<file path="config.mk">
export PLATFORM = sky130hd
export DESIGN_NAME = pin_motion_integrator_flat
export DESIGN_NICKNAME = d
export VERILOG_FILES = /design/src/rtl/pin_motion_if.sv /design/src/rtl/pin_motion_integrator.sv /design/src/flat_wrapper.sv
export SDC_FILE = /design/constraint.sdc
export NUM_CORES = 2
export LEC_CHECK = 0
export BUFFER_PORTS_ARGS = -buffer_cell sky130_fd_sc_hd__buf_2
export CAP_MARGIN = 15
export CORE_AREA = 2 2 383 385
export CTS_BUF_LIST = sky130_fd_sc_hd__clkbuf_4 sky130_fd_sc_hd__clkbuf_8
export DETAILED_ROUTE_END_ITERATION = 8
export DIE_AREA = 0 0 385 387
export SYNTH_ARGS = -nofsm -noshare
export SYNTH_HDL_FRONTEND = slang
export SYNTH_SLANG_ARGS = --single-unit
</file>
<file path="constraint.sdc">
create_clock -name clk_in -period 6 [get_ports clk_in]
set_input_delay 1.2 -clock clk_in [delete_from_list [all_inputs] [get_ports clk_in]]
set_output_delay 1.2 -clock clk_in [all_outputs]
set_load 0.03 [all_outputs]
</file>
<file path="src/rtl/pin_motion_if.sv">
// Bus between the pin motion integrator and its surroundings: step/rack
// commands, status flags, the collision request/result handshake and pin state.
interface pin_motion_if;
    logic              step_in;
    logic              rack_in;
    logic              busy_out;
    logic              step_done_out;
    logic              timeout_out;
    logic              coll_valid_out;
    logic              coll_done_in;
    logic [9:0][15:0]  coll_vx_in;
    logic [9:0][15:0]  coll_vy_in;
    logic [9:0]        coll_hit_in;
    logic [9:0][15:0]  pins_x_out;
    logic [9:0][15:0]  pins_y_out;
    logic [9:0][15:0]  pins_vx_out;
    logic [9:0][15:0]  pins_vy_out;
    logic [9:0]        pins_hit_out;

    modport master (
        input  step_in, rack_in, coll_done_in, coll_vx_in, coll_vy_in, coll_hit_in,
        output busy_out, step_done_out, timeout_out, coll_valid_out,
               pins_x_out, pins_y_out, pins_vx_out, pins_vy_out, pins_hit_out
    );

    modport slave (
        output step_in, rack_in, coll_done_in, coll_vx_in, coll_vy_in, coll_hit_in,
        input  busy_out, step_done_out, timeout_out, coll_valid_out,
               pins_x_out, pins_y_out, pins_vx_out, pins_vy_out, pins_hit_out
    );
endinterface

</file>
<file path="src/rtl/pin_motion_integrator.sv">
// Ten-pin physics stepper: requests a collision result, latches struck-pin velocities,
// then integrates positions one pin per cycle. Optional velocity decay: PIN_FRICTION_EN.
module pin_motion_integrator #(
    parameter int POS_SHIFT      = 2,
    parameter int FRICTION_SHIFT = 4,
    parameter int TIMEOUT        = 255
) (
    input  logic          clk_in,
    input  logic          rst_in,
    pin_motion_if.master  bus
);
    localparam int CNT_W = (TIMEOUT > 0) ? $clog2(TIMEOUT + 1) : 1;
    localparam logic [CNT_W-1:0] TIMEOUT_C = CNT_W'(TIMEOUT);
    localparam logic [3:0]       LAST_PIN  = 4'd9;

    typedef enum logic [2:0] {
        S_IDLE  = 3'd0,
        S_REQ   = 3'd1,
        S_WAIT  = 3'd2,
        S_INTEG = 3'd3,
        S_DONE  = 3'd4
    } state_t;

    state_t            state_r;
    state_t            state_next_s;
    logic [CNT_W-1:0]  wait_cnt_r;
    logic [3:0]        pin_idx_r;
    logic              wait_expired_s;
    logic              coll_valid_s;
    logic              busy_s;
    logic              step_done_s;
    logic              coll_valid_r;
    logic              busy_r;
    logic              step_done_r;
    logic              timeout_r;
    logic [9:0][15:0]  pins_x_r;
    logic [9:0][15:0]  pins_y_r;
    logic [9:0][15:0]  pins_vx_r;
    logic [9:0][15:0]  pins_vy_r;
    logic [9:0]        pins_hit_r;

    function automatic logic [15:0] rack_x(input logic [3:0] idx);
        case (idx)
            4'd0:    return 16'd512;
            4'd1:    return 16'd452;
            4'd2:    return 16'd572;
            4'd3:    return 16'd392;
            4'd4:    return 16'd512;
            4'd5:    return 16'd632;
            4'd6:    return 16'd332;
            4'd7:    return 16'd452;
            4'd8:    return 16'd572;
            4'd9:    return 16'd692;
            default: return 16'd0;
        endcase
    endfunction

    function automatic logic [15:0] rack_y(input logic [3:0] idx);
        case (idx)
            4'd0:                   return 16'd300;
            4'd1, 4'd2:             return 16'd404;
            4'd3, 4'd4, 4'd5:       return 16'd508;
            4'd6, 4'd7, 4'd8, 4'd9: return 16'd612;
            default:                return 16'd0;
        endcase
    endfunction

    // Position plus scaled velocity, clamped to the unsigned 16-bit field.
    function automatic logic [15:0] sat_pos(input logic [15:0] pos, input logic [15:0] vel);
        logic signed [17:0] pos_ext;
        logic signed [17:0] vel_ext;
        logic signed [17:0] sum;
        pos_ext = $signed({2'b00, pos});
        vel_ext = $signed({{2{vel[15]}}, vel}) >>> POS_SHIFT;
        sum     = pos_ext + vel_ext;
        if (sum[17]) begin
            return 16'd0;
        end else if (sum[16]) begin
            return 16'hFFFF;
        end else begin
            return sum[15:0];
        end
    endfunction

`ifdef PIN_FRICTION_EN
    function automatic logic [15:0] decay(input logic [15:0] vel);
        logic signed [16:0] v_ext;
        logic [16:0]        mag;
        v_ext = $signed({vel[15], vel});
        mag   = vel[15] ? 17'(-v_ext) : 17'(v_ext);
        if (mag < (17'd1 << FRICTION_SHIFT)) begin
            return 16'd0;
        end else begin
            return 16'(v_ext - (v_ext >>> FRICTION_SHIFT));
        end
    endfunction
`endif

    assign wait_expired_s = (wait_cnt_r == TIMEOUT_C);

    // State register
    always_ff @(posedge clk_in) begin
        if (rst_in) begin
            state_r <= S_IDLE;
        end else begin
            state_r <= state_next_s;
        end
    end

    // Next-state logic; rack aborts any step in progress
    always_comb begin
        state_next_s = state_r;
        if (bus.rack_in) begin
            state_next_s = S_IDLE;
        end else begin
            case (state_r)
                S_IDLE:  state_next_s = bus.step_in ? S_REQ : S_IDLE;
                S_REQ:   state_next_s = S_WAIT;
                S_WAIT:  state_next_s = (bus.coll_done_in || wait_expired_s) ? S_INTEG : S_WAIT;
                S_INTEG: state_next_s = (pin_idx_r == LAST_PIN) ? S_DONE : S_INTEG;
                S_DONE:  state_next_s = S_IDLE;
                default: state_next_s = S_IDLE;
            endcase
        end
    end

    // Output decode from the upcoming state so the registered flags line up with it
    always_comb begin
        coll_valid_s = (state_next_s == S_REQ);
        busy_s       = (state_next_s != S_IDLE);
        step_done_s  = (state_next_s == S_DONE);
    end

    // Registered control outputs
    always_ff @(posedge clk_in) begin
        if (rst_in) begin
            coll_valid_r <= 1'b0;
            busy_r       <= 1'b0;
            step_done_r  <= 1'b0;
        end else begin
            coll_valid_r <= coll_valid_s;
            busy_r       <= busy_s;
            step_done_r  <= step_done_s;
        end
    end

    // Pin state, wait counter, pin index and the sticky timeout flag
    always_ff @(posedge clk_in) begin
        if (rst_in || bus.rack_in) begin
            for (int i = 0; i < 10; i++) begin
                pins_x_r[i]  <= rack_x(4'(i));
                pins_y_r[i]  <= rack_y(4'(i));
                pins_vx_r[i] <= 16'd0;
                pins_vy_r[i] <= 16'd0;
            end
            pins_hit_r <= 10'd0;
            wait_cnt_r <= '0;
            pin_idx_r  <= 4'd0;
            timeout_r  <= rst_in ? 1'b0 : timeout_r;
        end else begin
            case (state_r)
                S_REQ: begin
                    wait_cnt_r <= '0;
                end
                S_WAIT: begin
                    if (bus.coll_done_in) begin
                        for (int i = 0; i < 10; i++) begin
                            if (bus.coll_hit_in[i]) begin
                                pins_vx_r[i]  <= bus.coll_vx_in[i];
                                pins_vy_r[i]  <= bus.coll_vy_in[i];
                                pins_hit_r[i] <= 1'b1;
                            end
                        end
                        wait_cnt_r <= '0;
                    end else if (wait_expired_s) begin
                        timeout_r  <= 1'b1;
                        wait_cnt_r <= '0;
                    end else begin
                        wait_cnt_r <= wait_cnt_r + 1'b1;
                    end
                end
                S_INTEG: begin
                    pins_x_r[pin_idx_r] <= sat_pos(pins_x_r[pin_idx_r], pins_vx_r[pin_idx_r]);
                    pins_y_r[pin_idx_r] <= sat_pos(pins_y_r[pin_idx_r], pins_vy_r[pin_idx_r]);
`ifdef PIN_FRICTION_EN
                    pins_vx_r[pin_idx_r] <= decay(pins_vx_r[pin_idx_r]);
                    pins_vy_r[pin_idx_r] <= decay(pins_vy_r[pin_idx_r]);
`else
                    pins_vx_r[pin_idx_r] <= pins_vx_r[pin_idx_r];
                    pins_vy_r[pin_idx_r] <= pins_vy_r[pin_idx_r];
`endif
                    pin_idx_r <= (pin_idx_r == LAST_PIN) ? 4'd0 : pin_idx_r + 4'd1;
                end
                default: begin
                    wait_cnt_r <= wait_cnt_r;
                end
            endcase
        end
    end

    assign bus.coll_valid_out = coll_valid_r;
    assign bus.busy_out       = busy_r;
    assign bus.step_done_out  = step_done_r;
    assign bus.timeout_out    = timeout_r;
    assign bus.pins_x_out     = pins_x_r;
    assign bus.pins_y_out     = pins_y_r;
    assign bus.pins_vx_out    = pins_vx_r;
    assign bus.pins_vy_out    = pins_vy_r;
    assign bus.pins_hit_out   = pins_hit_r;
endmodule

</file>
<file path="src/flat_wrapper.sv">
// flat-port wrapper written by rule: the top's interface ports become plain ports
module pin_motion_integrator_flat 
#(
    parameter int POS_SHIFT      = 2,
    parameter int FRICTION_SHIFT = 4,
    parameter int TIMEOUT        = 255
)
  (clk_in, rst_in, bus_step_in, bus_rack_in, bus_coll_done_in, bus_coll_vx_in, bus_coll_vy_in, bus_coll_hit_in, bus_busy_out, bus_step_done_out, bus_timeout_out, bus_coll_valid_out, bus_pins_x_out, bus_pins_y_out, bus_pins_vx_out, bus_pins_vy_out, bus_pins_hit_out);
  pin_motion_if bus_i ();
  input  logic clk_in;
  input  logic rst_in;
  input wire logic [$bits(bus_i.step_in)-1:0] bus_step_in;
  input wire logic [$bits(bus_i.rack_in)-1:0] bus_rack_in;
  input wire logic [$bits(bus_i.coll_done_in)-1:0] bus_coll_done_in;
  input wire logic [$bits(bus_i.coll_vx_in)-1:0] bus_coll_vx_in;
  input wire logic [$bits(bus_i.coll_vy_in)-1:0] bus_coll_vy_in;
  input wire logic [$bits(bus_i.coll_hit_in)-1:0] bus_coll_hit_in;
  output wire logic [$bits(bus_i.busy_out)-1:0] bus_busy_out;
  output wire logic [$bits(bus_i.step_done_out)-1:0] bus_step_done_out;
  output wire logic [$bits(bus_i.timeout_out)-1:0] bus_timeout_out;
  output wire logic [$bits(bus_i.coll_valid_out)-1:0] bus_coll_valid_out;
  output wire logic [$bits(bus_i.pins_x_out)-1:0] bus_pins_x_out;
  output wire logic [$bits(bus_i.pins_y_out)-1:0] bus_pins_y_out;
  output wire logic [$bits(bus_i.pins_vx_out)-1:0] bus_pins_vx_out;
  output wire logic [$bits(bus_i.pins_vy_out)-1:0] bus_pins_vy_out;
  output wire logic [$bits(bus_i.pins_hit_out)-1:0] bus_pins_hit_out;
  assign bus_i.step_in = bus_step_in;
  assign bus_i.rack_in = bus_rack_in;
  assign bus_i.coll_done_in = bus_coll_done_in;
  assign bus_i.coll_vx_in = bus_coll_vx_in;
  assign bus_i.coll_vy_in = bus_coll_vy_in;
  assign bus_i.coll_hit_in = bus_coll_hit_in;
  assign bus_busy_out = bus_i.busy_out;
  assign bus_step_done_out = bus_i.step_done_out;
  assign bus_timeout_out = bus_i.timeout_out;
  assign bus_coll_valid_out = bus_i.coll_valid_out;
  assign bus_pins_x_out = bus_i.pins_x_out;
  assign bus_pins_y_out = bus_i.pins_y_out;
  assign bus_pins_vx_out = bus_i.pins_vx_out;
  assign bus_pins_vy_out = bus_i.pins_vy_out;
  assign bus_pins_hit_out = bus_i.pins_hit_out;
  pin_motion_integrator #(.POS_SHIFT(POS_SHIFT), .FRICTION_SHIFT(FRICTION_SHIFT), .TIMEOUT(TIMEOUT)) u_core (.clk_in(clk_in), .rst_in(rst_in), .bus(bus_i));
endmodule
</file>
==> summary.txt <==
STA
  – Final hold viol count: 0
  – Unrepaired setup endpoints after global routing: no
  – Tmin final: between 5000 and 6000 ps
  – Slew headroom: 20.5%
  – Worst-margin pin slew: 1190 ps
  – F_max: 177 MHz
  – Worst setup margin: 337 ps
  – Count of final setup violators: 0
  – Max-slew violation count: 0
  – Fin crit share: 94.4%
  – Post-route setup TNS: 0 ps
  – Fin Clk Skew: 83.7 ps
  – Hold Slack: 467 ps

Setup path
  – Top Family by Delay on Critical Path: compound AO/OA/AOI/OAI gates
  – Crit. Startpoint: u_core.pin_idx_r[0]
  – Max FO, Critical Path: 35
  – Worst Path Buf+Inv: 1
  – Crit path required time: 6690 ps
  – CP arrival: 6350 ps
  – Setup crit end kind: flop
  – CP Class: flop to flop
  – Critical Path Source Type: flop
  – Crit-path cells: buf_12, mux2i_1, o22ai_2, ha_1, fa_1, a21o_1, a221oi_2, a211oi_1, o21ai_2, xnor2_4, o21ai_1, o21ai_0
  – Worst reg2reg startpoint: u_core.pin_idx_r[0]
  – Critical-path top delay cell: dfxtp_4
  – Crit path largest cell delay: 1020 ps

Placement
  – IO Port Bufs: 988
  – DP Cell Count: 6257
  – Area post-placement: 38900 um^2
  – Routability cong.: 0.988
  – Dpl ws: about 510 ps
  – Hpwl dp: 148000 um

Synthesis
  – Seq cells post-synth: 669
  – Synth Area in Simple Gates: 16.8%
  – Mapped cell area: ~32000 um^2
  – Post-Synthesis Cells: 3597
  – Compound-Gate Fraction of Synth Area: approximately a fifth
  – Top FF cell, synth: dfxtp_1
  – Register area share after synthesis: 42.5%
  – Syn_nets: just under 4000
  – Post-Synth Adder-Cell Area: 1.52%
  – Count of different cell masters after synthesis: 72
  – Top cell type's share of synthesized area: a little over two fifths
  – Post-synth EDFFs: 1
  – Synth cell count leaders: dfxtp_1, nand2_1, nand3_1
  – Async S/R FF share, synth: 0%
  – Syn_area_per_cell: 8.77 um^2
  – Largest cells by area after synthesis: dfxtp_1, mux4_2, nand2_1
  – Most common cell in the netlist: dfxtp_1
  – Xor/xnor cell area share of the yosys netlist: approximately 1.2%
  – Yosys top cell by area: dfxtp_1
  – Yosys synthesis warning count: 0
  – Largest family of logic cells by synthesized area: compound AO/OA/AOI/OAI gates
  – Mux cell area share after synthesis: 13.1%

Job
  – Max-cap viol count: 0

Pwr
  – Pwr Density: ~230 nW/um^2
  – Total power: 9.66 mW
  – Maximum vdd ir drop: 178 uV
  – Pleak: 15.6 nW

Clocking
  – Root Buffer: clkbuf_8
  – Clock sinks: 669
  – Worst-path clk slew: 70 ps
  – Worst-Skew Late Latency: 870 ps
  – Cts repair resizes: 0
  – Htree depth: 3
  – CTS Buffer Depth: 3
  – CTS Hold Bufs: 0
  – CTS Buf Count: 119
  – # Post-CTS Setup Buffers: 0
  – CTS tree: yes

Global route
  – Total track usage: 25.5%
  – Initial antenna violation count: 39
  – First-pass GRT wire length: 270000 um
  – Largest net degree at the start of global routing: 211
  – GR Overflow Total: 0
  – Vias in the first global route: 33100

Layout
  – Non-filler cells, final: 6487
  – Layout cells sized above 1: 33.9%
  – Final Instance Area: 41600 um^2
  – Finished Core Util: 28.7%
  – Net count, final: 4833
  – Fillers: 15400
  – Area added between synthesis and finish: 31.9%

Routing
  – ANT nets after route: 0
  – DR DRC count: 0
  – Vias per cell: 5.52
  – Wirelength per Cell: 31.0 um
  – Routed wire length: ~200000 um
  – Drt initial violations: 4320
  – Initial DRT Pass Iterations: 8
  – Via count: 35800

Run status
  – Outcome: finished clean

Floorplanning
  – Die Height: slightly below 400 um
  – Cell Rows: 140
  – Core Area: ~140000 um^2
  – Initial Util: 21.8%
  – Ports: 989
  – Die X-Extent: slightly below 400 um
  – DIE AREA: 149000 um^2

Min path
  – Hold Startpoint: u_core.bus.pins_hit_out[5]
  – Tightest Hold Check Type: flop to flop
worst paths after layout:
path | end | slack, ps | depth (start not counted)
worst max-delay path | u_core.bus.pins_y_out[78] | 340 | 12
worst min-delay path | u_core.bus.pins_hit_out[5] | 470 | 2
worst max register to register | u_core.bus.pins_y_out[78] | 340 | 12
worst min register to register | u_core.bus.pins_hit_out[5] | 470 | 2
cell type report:
class                   count  area, um^2  area share, %
diodes                     21        52.6          0.126
clock buffers             177        2250           5.41
clock inverters            32         408          0.981
inverters                  17        68.8          0.165
multi-input cells        2550       17000           40.9
flip-flops and latches    669       13400           32.3
well taps                1917        2400           5.77
repair buffers           1104        5990           14.4
kinds of logic (layout without fill, tap and decap cells):
group | Yosys count | after routing
compound gates | 1001 | 1001
mux | 258 | 258
fa+ha+maj | 37 | 37
flops | 669 | 669
xor+xnor | 39 | 39
buf+inv | 378 | 1330
other cells | 0 | 21
simple gates | 1215 | 1215
report_power, final:
group	leakage [nW]	switching, mW	internal [mW]
sequential	5.39	0.00775	4.45
clock	1.40	2.16	2.71
combinational	8.78	0.219	0.116
registers in the layout, summed over array words and instances, names as in the netlist, 3 cells and up:
name,flops
u_core.bus.pins_x_out,160
u_core.wait_cnt_r,8
u_core.bus.pins_vy_out,160
u_core.bus.pins_y_out,160
u_core.state_r,3
u_core.pin_idx_r,4
u_core.bus.pins_hit_out,10
u_core.bus.pins_vx_out,160
per-layer routing:
metal  track usage [%]  wire length [um]  share of wire (%)
met5                 0               163              0.081
met3              8.01             22600                 11
met1              32.7             79200                 39
met4              12.9             11600                5.8
met2              38.3             87200                 43
cells in the final DEF (no fill, tap or decap), types with 10 or more instances in the layout:
cell type	count
nand2_1	590
a21o_1	14
xnor2_1	19
clkbuf_4	30
clkinv_2	13
a31oi_1	227
clkbuf_8	147
mux2i_1	133
a22oi_1	65
buf_4	102
a21oi_1	178
o22ai_2	27
o21ai_2	12
a221oi_1	35
o22ai_1	37
o21ai_1	32
nand2_2	10
buf_2	988
dfxtp_1	664
mux4_2	124
nand3_1	402
inv_1	16
buf_12	13
nor2_1	130
o21ai_0	243
xor2_1	16
ha_1	35
diode_2	21
a32o_1	67
worst register-to-register path: cells and delay by family (launching register included):
family / cells / cell delay (ps)
AO/OA/AOI/OAI: 7 / 2200
flip-flops: 1 / 1020
multiplexers: 1 / 840
adder cells (fa/ha/maj): 2 / 810
buffers and inverters: 1 / 370
XOR/XNOR: 1 / 260
(Power assumes the default switching activity.)
